$ cat src/rtl/dmem_arbiter.sv
// Two-port round-robin arbiter in front of the single-port data memory.
// Each transaction runs IDLE -> ACCESS -> DONE; out-of-range accesses are suppressed.
module dmem_arbiter #(
   parameter int ADDR_W = 11,
   parameter int DATA_W = 32,
   parameter int DEPTH  = 32
) (
   input  logic              clk,
   input  logic              rst_n,
   input  logic              req0,
   input  logic              we0,
   input  logic [ADDR_W-1:0] addr0,
   input  logic [DATA_W-1:0] wdata0,
   output logic              ack0,
   input  logic              req1,
   input  logic              we1,
   input  logic [ADDR_W-1:0] addr1,
   input  logic [DATA_W-1:0] wdata1,
   output logic              ack1,
   output logic [DATA_W-1:0] rdata,
   output logic              err,
   output logic              busy,
   output logic              mem_ena,
   output logic              mem_wsignal,
   output logic              mem_rsignal,
   output logic [ADDR_W-1:0] mem_addr,
   output logic [DATA_W-1:0] mem_wdata,
   input  logic [DATA_W-1:0] mem_rdata
);

   localparam logic [ADDR_W-1:0] LIMIT = ADDR_W'(DEPTH);

   typedef enum logic [1:0] {
      IDLE   = 2'd0,
      ACCESS = 2'd1,
      DONE   = 2'd2
   } state_t;

   state_t state, state_nx;

   logic              sel;
   logic              we_l;
   logic              oor;
   logic              last_grant;
   logic [ADDR_W-1:0] addr_l;
   logic [DATA_W-1:0] wdata_l;

   logic              grant;
   logic              gsel;
   logic [ADDR_W-1:0] gaddr;

   // On a tie, the port that did not win last time is served.
   assign grant = req0 | req1;
   assign gsel  = (req0 & req1) ? ~last_grant : req1;
   assign gaddr = gsel ? addr1 : addr0;

   always_ff @(posedge clk or negedge rst_n) begin
      if (!rst_n) state <= IDLE;
      else        state <= state_nx;
   end

   always_comb begin
      state_nx = state;
      unique case (state)
         IDLE:    if (grant) state_nx = ACCESS;
         ACCESS:  state_nx = DONE;
         DONE:    state_nx = IDLE;
         default: state_nx = IDLE;
      endcase
   end

   always_ff @(posedge clk or negedge rst_n) begin
      if (!rst_n) begin
         sel        <= 1'b0;
         we_l       <= 1'b0;
         oor        <= 1'b0;
         last_grant <= 1'b1;
         addr_l     <= '0;
         wdata_l    <= '0;
         rdata      <= '0;
         err        <= 1'b0;
      end else begin
         if (state == IDLE && grant) begin
            sel        <= gsel;
            we_l       <= gsel ? we1 : we0;
            addr_l     <= gaddr;
            wdata_l    <= gsel ? wdata1 : wdata0;
            last_grant <= gsel;
            oor        <= (gaddr >= LIMIT);
         end
         if (state == ACCESS) begin
            rdata <= (!oor && !we_l) ? mem_rdata : '0;
            err   <= oor;
         end
      end
   end

   always_comb begin
      ack0        = 1'b0;
      ack1        = 1'b0;
      busy        = 1'b0;
      mem_ena     = 1'b0;
      mem_wsignal = 1'b0;
      mem_rsignal = 1'b0;
      mem_addr    = '0;
      mem_wdata   = '0;
      unique case (state)
         ACCESS: begin
            busy        = 1'b1;
            mem_addr    = addr_l;
            mem_wdata   = wdata_l;
            mem_ena     = !oor;
            mem_wsignal = !oor && we_l;
            mem_rsignal = !oor && !we_l;
         end
         DONE: begin
            busy = 1'b1;
            ack0 = !sel;
            ack1 = sel;
         end
         default: ;
      endcase
   end

endmodule
$ cat config.mk
export PLATFORM = sky130hd
export DESIGN_NAME = dmem_arbiter
export DESIGN_NICKNAME = d
export VERILOG_FILES = /design/src/rtl/dmem_arbiter.sv
export SDC_FILE = /design/constraint.sdc
export NUM_CORES = 1
export LEC_CHECK = 0
export CAP_MARGIN = 20
export CELL_PAD_IN_SITES_DETAIL_PLACEMENT = 1
export CELL_PAD_IN_SITES_GLOBAL_PLACEMENT = 1
export CORE_AREA = 2 2 118 120
export CTS_CLUSTER_DIAMETER = 80
export DETAILED_ROUTE_END_ITERATION = 7
export DIE_AREA = 0 0 120 122
export PLACE_DENSITY_LB_ADDON = 0.1
export SKIP_LAST_GASP = 1
export SLEW_MARGIN = 20
export SYNTH_ARGS = -nofsm -noshare
export SYNTH_HDL_FRONTEND = slang
export SYNTH_SLANG_ARGS = --single-unit
export TNS_END_PERCENT = 20
$ cat constraint.sdc
create_clock -name clk -period 2.3 [get_ports clk]
set_input_delay 0.345 -clock clk [delete_from_list [all_inputs] [get_ports clk]]
set_output_delay 0.345 -clock clk [all_outputs]
set_load 0.05 [all_outputs]
# Word-level counts from Yosys, hierarchy flattened
# Index checks and enable logic that the tools add are counted.
[totals]
register_bits = 82
latchBits = 0
ramBits = 0
mem_bits_ro = 0
inputBits = 124
output_inout_bits = 82
word_cells = 39
memories = 0
[op_classes]
n_addsub = 0
mul = 0
div_mod_pow = 0
magnitude_cmp = 1
n_eq_ne = 3
shifts = 0
mux = 15
n_bitwise = 3
reduce_logical = 8
[ops]
columns = ["cell", "n"]
rows = [
  ["32-bit two-way mux", 3],
  ["11-bit two-way mux", 2],
  ["11-bit by 6-bit >= comparator with 1-bit output (second input constant)", 1],
  ["1-bit two-way mux", 8],
  ["2-bit one-hot mux with 2 select lines", 1],
  ["1-bit logical AND", 3],
  ["1-bit zero test", 3],
  ["2-bit by 1-bit equality test with 1-bit output (second input constant)", 1],
  ["2-bit equality test (second input constant)", 1],
  ["2-bit zero test", 1],
  ["2-bit two-way mux", 1],
  ["2-bit inequality test (second input constant)", 1],
  ["2-bit OR reduction", 1],
  ["1-bit bitwise AND", 1],
  ["1-bit NOT", 1],
  ["1-bit OR", 1],
]

# Depth between registers and ports, before layout
[logic_depth]
ltp_word = 4
mapped_depth = 7
mapped_depth_nobuf = 5

# Worst setup path before layout
# Ideal clock, no wire load.
[synth_timing]
path_type = "register to output"
from = "reg state[1]"
to = "out mem_wsignal"
arrival_time_ns = 1.965
t_required_ns = 1.955
setup_slack_ns = -0.010
stages_incl_launch_ff = 5
path_buffers = 0
path_cell_list = "dfrtp_1 > inv_1 > ha_1 > nor2b_1 > and2_1"
[synth_via]
elab_chain_cells = 2
[synth_rtl]
columns = ["element", "line", "rtl"]
rows = [
  ["start: declaration", "39", "state_t state, state_nx;"],
  ["start signal: assignment", "59", "else state <= state_nx;"],
  ["2-bit by 1-bit equality test with 1-bit output", "107", "unique case (state)"],
  ["1-bit two-way mux", "107", ""],
  ["end: declaration", "24", "output logic mem_wsignal,"],
]
# Every way passes these cells.

# Final worst setup path
[layout_timing]
from = "reg state[1]"
to = "out mem_addr[8]"
[layout_via]
elab_chain_cells = 2
[layout_rtl]
columns = ["element", "line", "rtl"]
rows = [
  ["2-bit by 1-bit equality test with 1-bit output", "107", ""],
  ["11-bit two-way mux", "107", ""],
  ["end: declaration", "26", "output logic [ADDR_W-1:0] mem_addr,"],
]
# Every way passes these cells.

==> out/metrics.yaml <==
global_routing:
  grt_start_max_net_pins: 44
  grt_antenna_before_repair: 0
  grt_usage: 0.1799
  grt_pass1_wl_mm: 20.45
  overflow: 0
  grt_pass1_vias: 4067
sta:
  max_slew_margin: 0.6154
  finalCritPeriodShare: 0.9236
  max_freq_ghz: 0.4707
  rsz0062_at_grt: "no"
  worst_slew_pin_slew_ns: 0.5769
  fin_tns_setup_ns: 0
  report.final.slew_viol_count: 0
  fin_crit_ns: 2.124
  final-setup-viol-count: 0
  fin_skew_ns: 0.006830
  finalHoldViolCount: 7
  whs_ns: -0.007220
clock_network:
  clock_latency_ns: 0.34
  htree_levels: 3
  cts_sinks: 82
  numCtsBuffers: 9
  cts.clk_slew.worst_paths_ns: 0.06
  cts_root_buf: "clkbuf_16"
  clock_tree.buffer_depth: 2
  cts_tree: "done"
critical_path:
  worst_path_largest_cell_delay_ns: 0.39
  crit_fanout: 19
  critPathLaunch: "state[1]$_DFFE_PN0P_"
  cp_slowest_cell: "dfrtp_1"
  crit_chain: "inv_1, ha_4, buf_4, and2_1, buf_12"
  endpoint: "mem_addr[8]"
  reg2reg_to: "wdata_l[12]$_DFFE_PN0P_"
  critPathCaptureType: "output pin"
  arrival_ns: 1.78
  reg2reg_depth: 6
  cp_data_required_time_ns: 1.96
  worst_setup_path_start_kind: "register"
  r2r-start: "state[1]$_DFFE_PN0P_"
  timing_worst_setup_path_type: "register to output pin"
  r2r_setup_slack_ns: 0.47
drt:
  routed_wl_mm: 12.81
  post_drt_wl_per_cell_um: 15.25
  drc: 0
  vias: 3796
  drt-initial-drc-count: 114
  dr.pass1.iters: 4
  postRouteAntennaNets: 0
  viasPerCell: 4.519
die:
  rows: 43
  die_h_um: 122
  core-area_mm2: 0.01350
  start_util: 0.2920
  die_x_um: 120
  pin_count: 206
  die-area_mm2: 0.01464
cells_and_area:
  diodes: 0
  drive_gt1_frac: 0.1333
  area_growth_pct: 72.65
  nFillCells: 1533
  nets: 782
synthesis:
  ys_types: 29
  synth_nets: 584
  syn_area_mm2: 0.003944
  avgSynthCellArea_um2: 8.630
  netlist_instances: 457
  ys_seq_area_frac: 0.5206
  yosysWarnings: 0
  synth_seq_cells: 82
power_and_ir_drop:
  power_mw: 8.351
  peakVddDrop_v: 0.0005595
  p_per_area_mw_per_mm2: 1227
  p_leak_nw: 2.845
flow_run:
  drv_cap: 0
placed_design:
  dp_hpwl_mm: 9.642
  place_congestion: 0.7556
  portBuffers: 205
outcome:
  status: "complete, but fails checks"
  violations: "negative hold slack"
min_path:
  hold_path_class: "input pin to async pin"
-- critical path, delay by kind of cell, from the launching register on --
kind | cells | cell delay [ns]
simple gates | 1 | 0.22
fa+ha+maj | 1 | 0.28
flops | 1 | 0.39
buf+inv | 3 | 0.54
-- layout make-up --
| type | instances | area [um2] | share of cell area |
|---|---|---|---|
| Timing Repair Buffer | 217 | 2467 | 0.3624 |
| Sequential cell | 82 | 2053 | 0.3015 |
| Multi-Input combinational cell | 310 | 1580 | 0.2321 |
| Clock buffer | 10 | 239.0 | 0.03510 |
| Tap cell | 180 | 225.2 | 0.03308 |
| Inverter | 35 | 131.4 | 0.01929 |
| Clock inverter | 6 | 112.6 | 0.01654 |
-- worst min path at each step --
stage / cells past startpoint / startpoint / end
after floorplan: 0 / rst_n / addr_l[0]$_DFFE_PN0P_
after global placement: 1 / rst_n / rdata[11]$_DFFE_PN0P_
after detailed placement: 1 / rst_n / rdata[4]$_DFFE_PN0P_
after CTS: 1 / rst_n / rdata[4]$_DFFE_PN0P_
after global routing: 1 / rst_n / rdata[11]$_DFFE_PN0P_
final: 1 / rst_n / rdata[4]$_DFFE_PN0P_
-- cells in the mapped netlist --
| cell | instances | share of area |
|---|---|---|
| o32ai_2 | 1 | 0.0041 |
| buf_2 | 8 | 0.010 |
| or4_1 | 1 | 0.0019 |
| nor2b_1 | 3 | 0.0048 |
| buf_4 | 9 | 0.017 |
| o21ai_1 | 5 | 0.0063 |
| a21boi_4 | 1 | 0.0048 |
| a22o_1 | 1 | 0.0022 |
| nor3b_4 | 1 | 0.0048 |
| o32ai_1 | 1 | 0.0022 |
| buf_6 | 6 | 0.017 |
| nor3_1 | 1 | 0.0013 |
| dfrtp_1 | 81 | 0.51 |
| and2_1 | 45 | 0.071 |
| ha_1 | 3 | 0.0095 |
| o21a_1 | 1 | 0.0019 |
| a21boi_0 | 1 | 0.0019 |
| a31oi_1 | 43 | 0.068 |
| o22ai_1 | 1 | 0.0016 |
| clkbuf_1 | 7 | 0.0067 |
| nand2b_1 | 1 | 0.0016 |
| dfstp_2 | 1 | 0.0067 |
| nand2_1 | 121 | 0.12 |
| nor2_1 | 47 | 0.045 |
| or4_4 | 1 | 0.0029 |
| o21ai_0 | 28 | 0.036 |
| a21bo_1 | 1 | 0.0025 |
| inv_1 | 35 | 0.033 |
| mux2_2 | 2 | 0.0057 |
-- metrics by stage --
step,utilization,worst slack (ns),std cells,cell area [um2],hold WS [ns]
2_1_floorplan,-,0.2699,457,3946,0.04941
3_3_place_gp,0.4774,0.3925,824,6447,0.3799
3_5_place_dp,0.4774,0.3464,824,6447,0.3836
4_1_cts,0.5042,0.1196,840,6809,0.01701
5_1_grt,0.5042,0.02089,840,6809,0.04862
6_report,0.5042,0.1756,840,6809,-0.007220
-- cell families (layout without fill, tap and decap cells) --
family,after synthesis,after routing,share of synthesized area
AO/OA/AOI/OAI,84,84,0.1313
adder cells (fa/ha/maj),3,3,0.009519
buffers and inverters,65,268,0.08439
flip-flops,82,82,0.5206
multiplexers,2,2,0.005710
AND/OR/NAND/NOR,221,221,0.2484
-- report_power, final --
part	internal (mW)	leakage [nW]	switching, mW
clock network	1.09	0.173	0.607
registers	1.89	1.00	0.223
logic	1.90	1.67	2.64
total	4.88	2.84	3.47
-- placed cells by master (no fill, tap or decap), drive strengths merged --
master	Yosys	final
inv	35	36
mux2	2	2
a21bo	1	1
o21ai	33	33
bufinv	0	3
clkdlybuf4s50	0	155
ha	3	3
nand2b	1	1
o22ai	1	1
a21boi	2	2
nor3b	1	1
a31oi	43	43
o21a	1	1
o32ai	2	2
buf	23	62
dfrtp	81	81
clkbuf	7	10
clkinv	0	2
nor2	47	47
nor3	1	1
nand2	121	121
a22o	1	1
nor2b	3	3
dfstp	1	1
or4	2	2
and2	45	45
-- state kept, by name, indices dropped and copies added, names as in the netlist --
signal,count
addr_l,11
sel,1
we_l,1
state,2
oor,1
rdata,32
err,1
last_grant,1
wdata_l,32
-- per-layer routing --
metal  global-route usage  wire [um]  vias up
met5                    0          0        -
met4              0.07206        241        0
met3              0.03511        770       14
met2               0.3239       6555      127
met1               0.2100       5238     1800
li1                     -          -     1855
-- what timing repair did --
action	in CTS	in global routing
hold buffers	0	0
setup buffers	0	0
gates resized for setup	1	0
endpoints found under the setup margin	4	0
hold endpoints to repair	0	0
(Power assumes the default switching activity.)
